[src/rtl/counter_ctrl_pkg.sv]
// rtl/counter_ctrl_pkg.sv - shared constants and helpers for the LED counter sequencer
package counter_ctrl_pkg;

    typedef logic state_t;

    localparam state_t ST_PAUSED = 1'b0;
    localparam state_t ST_RUN    = 1'b1;

    localparam int CYCLES_PER_SECOND = 125_000_000;

    // Bits needed to hold 0..cycles-1; never narrower than one bit.
    function automatic int prescaler_width(input int cycles);
        int w;
        w = 1;
        for (int i = 1; i < 31; i++) begin
            if ((1 << i) < cycles) begin
                w = i + 1;
            end
        end
        return w;
    endfunction

endpackage

[src/rtl/counter_ctrl_tick_gen.sv]
// rtl/counter_ctrl_tick_gen.sv - per-tick prescaler with combinational wrap strobe
module tick_gen
    import counter_ctrl_pkg::*;
#(
    parameter int CYCLES_PER_TICK = CYCLES_PER_SECOND
) (
    input  logic clk,
    input  logic rst,
    input  logic en,
    input  logic clr,
    output logic wrap
);

    localparam int W = prescaler_width(CYCLES_PER_TICK);
    localparam logic [W-1:0] LAST = W'(CYCLES_PER_TICK - 1);
    localparam logic [W-1:0] ONE  = W'(1);

    logic [W-1:0] count;
    logic         at_last;

    assign at_last = (count == LAST);
    assign wrap    = en && at_last;

    // Phase is held while disabled so a paused counter resumes where it left off.
    always_ff @(posedge clk or posedge rst) begin
        if (rst) begin
            count <= '0;
        end else if (clr) begin
            count <= '0;
        end else if (en) begin
            if (at_last) begin
                count <= '0;
            end else begin
                count <= count + ONE;
            end
        end
    end

endmodule

[src/rtl/counter_ctrl.sv]
// rtl/counter_ctrl.sv - LED counter sequencer; COUNTER_CTRL_LOAD_EN adds load/load_value
module counter_ctrl
    import counter_ctrl_pkg::*;
#(
    parameter int CYCLES_PER_TICK = CYCLES_PER_SECOND,
    parameter int N_LEDS          = 4
) (
    input  logic              clk,
    input  logic              rst,
    input  logic              btn_run,
    input  logic              btn_step,
    input  logic              btn_clear,
    input  logic              btn_dir,
    output logic [N_LEDS-1:0] leds,
    output logic              running,
    output logic              dir_down,
    output logic              tick
`ifdef COUNTER_CTRL_LOAD_EN
    ,
    input  logic              load,
    input  logic [N_LEDS-1:0] load_value
`endif
);

    localparam logic [N_LEDS-1:0] ONE = N_LEDS'(1);

    state_t            state;
    state_t            state_next;
    logic              run_en;
    logic              wrap;
    logic              advance;
    logic              load_req;
    logic [N_LEDS-1:0] load_data;
    logic [N_LEDS-1:0] count;
    logic [N_LEDS-1:0] count_next;
    logic              dir_q;
    logic              tick_q;

`ifdef COUNTER_CTRL_LOAD_EN
    assign load_req  = load;
    assign load_data = load_value;
`else
    assign load_req  = 1'b0;
    assign load_data = '0;
`endif

    always_ff @(posedge clk or posedge rst) begin
        if (rst) begin
            state <= ST_PAUSED;
        end else begin
            state <= state_next;
        end
    end

    always_comb begin
        state_next = state;
        case (state)
            ST_PAUSED: if (btn_run) state_next = ST_RUN;
            ST_RUN:    if (btn_run) state_next = ST_PAUSED;
            default:   state_next = ST_PAUSED;
        endcase
    end

    always_comb begin
        run_en  = 1'b0;
        running = 1'b0;
        case (state)
            ST_RUN: begin
                run_en  = 1'b1;
                running = 1'b1;
            end
            default: begin
                run_en  = 1'b0;
                running = 1'b0;
            end
        endcase
    end

    tick_gen #(
        .CYCLES_PER_TICK(CYCLES_PER_TICK)
    ) u_tick_gen (
        .clk  (clk),
        .rst  (rst),
        .en   (run_en),
        .clr  (btn_clear),
        .wrap (wrap)
    );

    // Advance decision and direction both use this cycle's registered state.
    assign advance = run_en ? wrap : btn_step;

    always_comb begin
        count_next = count;
        if (btn_clear) begin
            count_next = '0;
        end else if (load_req) begin
            count_next = load_data;
        end else if (advance) begin
            count_next = dir_q ? (count - ONE) : (count + ONE);
        end
    end

    always_ff @(posedge clk or posedge rst) begin
        if (rst) begin
            count  <= '0;
            dir_q  <= 1'b0;
            tick_q <= 1'b0;
        end else begin
            count  <= count_next;
            dir_q  <= dir_q ^ btn_dir;
            tick_q <= advance && !btn_clear && !load_req;
        end
    end

    assign leds     = count;
    assign dir_down = dir_q;
    assign tick     = tick_q;

endmodule

[config.mk]
export PLATFORM = sky130hd
export DESIGN_NAME = counter_ctrl
export DESIGN_NICKNAME = d
export VERILOG_FILES = /design/src/rtl/counter_ctrl_pkg.sv /design/src/rtl/counter_ctrl_tick_gen.sv /design/src/rtl/counter_ctrl.sv
export SDC_FILE = /design/constraint.sdc
export NUM_CORES = 1
export LEC_CHECK = 0
export BUFFER_PORTS_ARGS = -buffer_cell sky130_fd_sc_hd__buf_2
export CAP_MARGIN = 20
export CELL_PAD_IN_SITES_DETAIL_PLACEMENT = 1
export CELL_PAD_IN_SITES_GLOBAL_PLACEMENT = 1
export CORE_ASPECT_RATIO = 0.8
export CORE_MARGIN = 3
export CORE_UTILIZATION = 47
export CTS_CLUSTER_SIZE = 8
export DETAILED_ROUTE_END_ITERATION = 12
export GPL_TIMING_DRIVEN = 0
export PLACE_DENSITY_LB_ADDON = 0.1
export SLEW_MARGIN = 20
export SYNTH_ARGS = -nofsm -noshare
export SYNTH_HDL_FRONTEND = slang
export SYNTH_SLANG_ARGS = --single-unit
[constraint.sdc]
create_clock -name clk -period 2.6 [get_ports clk]
set_clock_uncertainty 0.05 [all_clocks]
set_input_delay 0.65 -clock clk [delete_from_list [all_inputs] [get_ports clk]]
set_output_delay 0.65 -clock clk [all_outputs]
set_load 0.02 [all_outputs]
**Yosys cells after proc, flatten, opt, wreduce, memory -nomap -nowiden**

Index checks and enable logic that the tools add are counted.

- Bits in registers: 34
- Input port bits: 6

- Add/sub/neg operators: 3
- Equality and inequality tests: 1
- Mux-type cells: 11
- Bitwise logic cells: 2
- Reduce and logical (&&, ||, !) cells: 5

Operator list:

| cell | number |
|---|---|
| $mux 27 | 3 |
| $add 27x1->27 const B | 1 |
| $eq 27x27->1 const B | 1 |
| $mux 4 | 3 |
| $add 4x1->4 const B | 1 |
| $mux 1 | 4 |
| $reduce_bool 2->1 | 2 |
| $sub 4x1->4 const B | 1 |
| $logic_and 1x1->1 | 2 |
| $pmux 1 s2 | 1 |
| $logic_not 1->1 | 1 |
| $not 1->1 | 1 |
| $xor 1x1->1 | 1 |

**Logic depth before layout (Yosys ltp)**

- Depth in word-level cells: 5
- Gate-level depth with buffers: 7
- Depth with buffers taken out: 6

**Modules after synthesis**

A second synthesis with hierarchy kept.

- Cell total of the unflattened synthesis: 210
- Area total of the unflattened synthesis: 1,946.9 µm²

By module, submodules not included:

| module | instances | cells an instance | area each (µm²) | seq. area each (µm²) |
|---|---|---|---|---|
| tick_gen | 1 | 179 | 1,585.3 | 675.6 |
| counter_ctrl | 1 | 31 | 361.6 | 175.2 |

**Worst setup path after synthesis**

No wires, ideal clock.

- Path kind: register to register
- Start: register u_tick_gen.count[18]
- End: register u_tick_gen.count[16]
- Library setup time: 0.122 ns
- Arrival: 2.046 ns
- Path slack: 0.383 ns
- Stages on the path, launching flop included: 7
- Buffers on the path: 1
- Cell sequence: dfrtp_1 or4_4 nor4_4 and2_4 buf_6 o21ai_1 a32o_1

- Cells in the longest elaborated chain, start to end: 4

Ends and longest elaborated chain:

| element | RTL line | text |
|---|---|---|
| start, declared | counter_ctrl_tick_gen.sv:18 | `logic [W-1:0] count;` |
| start signal, assigned | counter_ctrl_tick_gen.sv:34 | `count <= count + ONE;` |
| $eq 27x27->1 | counter_ctrl_tick_gen.sv:21 | `assign at_last = (count == LAST);` |
| $mux 27 | counter_ctrl_tick_gen.sv:31 | `if (at_last) begin` |
| $mux 27 | counter_ctrl_tick_gen.sv:30 | `end else if (en) begin` |
| $mux 27 | counter_ctrl_tick_gen.sv:28 | `end else if (clr) begin` |

Every way passes these cells. The select of a mux whose other input is x is not followed.
A chain may end at the register's enable or synchronous reset.

**Final worst setup path**

- Start: register u_tick_gen.count[3]
- End: register u_tick_gen.count[25]

- Cells in the longest elaborated chain, start to end: 4

Ends and longest elaborated chain:

| element | RTL line |
|---|---|
| $add 27x1->27 or $eq 27x27->1 (tied branches) | counter_ctrl_tick_gen.sv:34, counter_ctrl_tick_gen.sv:21 |
| $mux 27 (*) | counter_ctrl_tick_gen.sv:31 |
| $mux 27 (*) | counter_ctrl_tick_gen.sv:30 |
| $mux 27 (*) | counter_ctrl_tick_gen.sv:28 |

Every way passes the cells marked *; elsewhere a longest branch is shown, timed or not. The select of a mux whose other input is x is not followed.

==> qor.txt <==
FF-to-FF Start: u_tick_gen.count[3]
Vias: 1878
I/O pins: 13
initial core utilization: 51.5%
Die Wd: 79.8 microns
Pre-Repair DR Iteration Count: 4
Num CTS Buffers: 5
peak supply drop: 444 uV
post-synthesis cell type count: 43
Hold Path Class: in2async
final hold violation count: 0
Util after Layout: 57.4%
area delta synth->final: 11.4%
max cap viols: 0
Slew Limit Fails: 0
first-pass GRT wire length: 10300 microns
required time worst endpoint: 2730 ps
Top FF cell, synth: dfrtp_1
top-count cell post-synth: dfrtp_1
worst path arrival time: 2540 ps
cells on worst reg2reg path: 5
H-Tree Depth: 2
pwr dens: 684 nW/um^2
worst skew pair latency: 300 ps
number of global-route vias before repair: 2079
max frequency: 0.415 GHz
RSZ-0062 raised after global routing: false
Worst-Margin Slew: 731 ps
startpoint types: register
DRC errors left: 0
Min Hold Slack: 424 ps
Final Critical Period: 2410 ps
most frequent cells after synthesis: dfrtp_1 (34), nor2_1 (19), nand2_1 (18)
Clock transition at path regs: 70 ps
FF+latch count, synth: 34
global placer's final weighted congestion: 0.887
CTS tree: built
top cells by area, synth: dfrtp_1 (42%), a32o_1 (5.4%), nor2_1 (3.5%), nand2_1 (3.3%), xor2_1 (3.0%)
ys async rst share: 100%
GRT overflow: 0
reg-to-reg critical path endpoint: u_tick_gen.count[25]
DRT Wirelength: 6000 microns
die area: 5190 sq um
number of synthesized flops with an enable pin: 0
Core Box Area: 3980 sq um
Reg2Reg Setup Slack: 190 ps
Site Rows: 20
Clock Tree Buf Depth: 2
CP Capture Type: register
syn nets: 225
cts hold-fix bufs: 0
worst setup margin: 187 ps
Detailed Route Iter0 Violations: 118
post-detail-place hpwl: 4270 microns
Setup TNS: 0 ps
Cell Area, Synth: 2050 sq um
Pleak: 0.000942 uW
drt via density: 6.45
share of cells above drive strength 1: 14.4%
die height: 65.0 microns
Final setup viols: 0
post-synth top area share: 41.5%
GRT Util Overall: 25.9%
CTS root buf: clkbuf_8
Yosys warnings: 0
Avg WL per Cell: 20.6 microns
setup slack at placement: 58.6 ps
ANT nets after route: 0
outcome: finished, final reports clean
PortBufs: 12
Slew HR: 51.2%
Pwr Total: 1560 uW
period utilization: 92.8%
initial antenna violation count: 0
post-synthesis area per instance: 9.53 sq um
# nets final: 245
sequential share of the synthesized area: 41.5%
critical path fanouts, max: 10
Mapped Cells: 215
critical path class: reg2reg
Clock Sinks: 34
Yosys top cell by area: dfrtp_1
Antenna diodes: 0
largest net degree at the start of global routing: 35
[power by group]
| part | internal, uW | total (uW) | leakage, uW | switching, uW |
|---|---|---|---|---|
| Clock | 214 | 415 | 0.0000482 | 202 |
| Sequential | 581 | 646 | 0.000467 | 64.3 |
| Combinational | 170 | 499 | 0.000428 | 329 |
| Total | 965 | 1560 | 0.000942 | 596 |
[worst max-delay path, stage by stage (launching register included)]
cell and delay [ps]:
dfrtp_1 460, nand4_1 410, nor4_2 520, a21oi_1 240, clkbuf_1 310, a32o_1 290
[how the worst max path moves through the flow]
stage	endpoint	from	slack [ps]
2_1_floorplan	u_tick_gen.count[16]	u_tick_gen.count[18]	380
3_3_place_gp	u_tick_gen.count[3]	u_tick_gen.count[3]	100
3_5_place_dp	u_tick_gen.count[25]	u_tick_gen.count[18]	60
4_1_cts	u_tick_gen.count[25]	u_tick_gen.count[18]	50
5_1_grt	u_tick_gen.count[12]	u_tick_gen.count[3]	20
6_report	u_tick_gen.count[25]	u_tick_gen.count[3]	190
[cells by family (layout without fill, tap and decap cells)]
| logic type | after synthesis | after routing | synth area share (%) |
|---|---|---|---|
| and+or+nand+nor | 99 | 99 | 27.5 |
| xor gates and xnor gates | 8 | 8 | 3.42 |
| adders and majority gates | 4 | 4 | 2.81 |
| muxes | 4 | 4 | 1.95 |
| AOI/OAI and AO/OA | 47 | 47 | 17.6 |
| DFF | 34 | 34 | 41.5 |
| buffers and inverters | 19 | 40 | 5.13 |
[sequential cells by signal (all words and copies together) (netlist names)]
register          cells
u_tick_gen.count     27
leds                  4
dir_down              1
state                 1
tick                  1
[stage by stage]
stage	cell area, sq um	cells
after floorplan	2050	215
after global routing	2280	291
after detailed placement	2180	282
after CTS	2270	290
after global placement	2180	282
final	2280	291
[layer usage]
metal	up-vias	part of all wire [%]	global-route usage, %
met1	964	44	34.6
met2	52	48	41.3
met3	8	6.4	6.53
met4	0	1.5	8.44
li1	854	-	-
met5	-	0	0
[cell type report]
type / instances / area [sq um]
clock buffer: 7 / 86.3
inverter: 7 / 26.3
timing repair buffer: 13 / 67.6
tap: 55 / 68.8
fill: 454 / 1700
buffer: 12 / 78.8
multi-input combinational: 162 / 1100
clock inverter: 1 / 5.00
sequential: 34 / 851
[repair_timing]
| item | 4_1_cts | 5_1_grt |
|---|---|---|
| pin swaps | 0 | 1 |
| setup endpoints to repair | 3 | 10 |
| setup buffers | 0 | 1 |
| gates resized for setup | 1 | 0 |
| hold endpoints to repair | 0 | 0 |
[cell usage in the layout, fill, tap and decap left out, types with 2 or more instances in the layout]
master     n
dfrtp_1   34
nand3_1   11
buf_2     13
clkbuf_8   7
nor4_4     2
buf_6      3
or2_2      2
mux2i_1    4
nor3_1     7
ha_1       3
inv_1      6
nor2_1    19
a21oi_1    9
nand4_1    8
o21ai_1    7
nand4b_1   2
and3_1     4
a311oi_1   5
or3_1      3
a31oi_1    2
o21ai_0    5
clkbuf_1   8
nor4_1     8
o211a_1    2
a32o_1    11
or4_1      2
nand2_1   18
xor2_1     7
nor3b_1    6
Power figures use the tool's default switching activity.
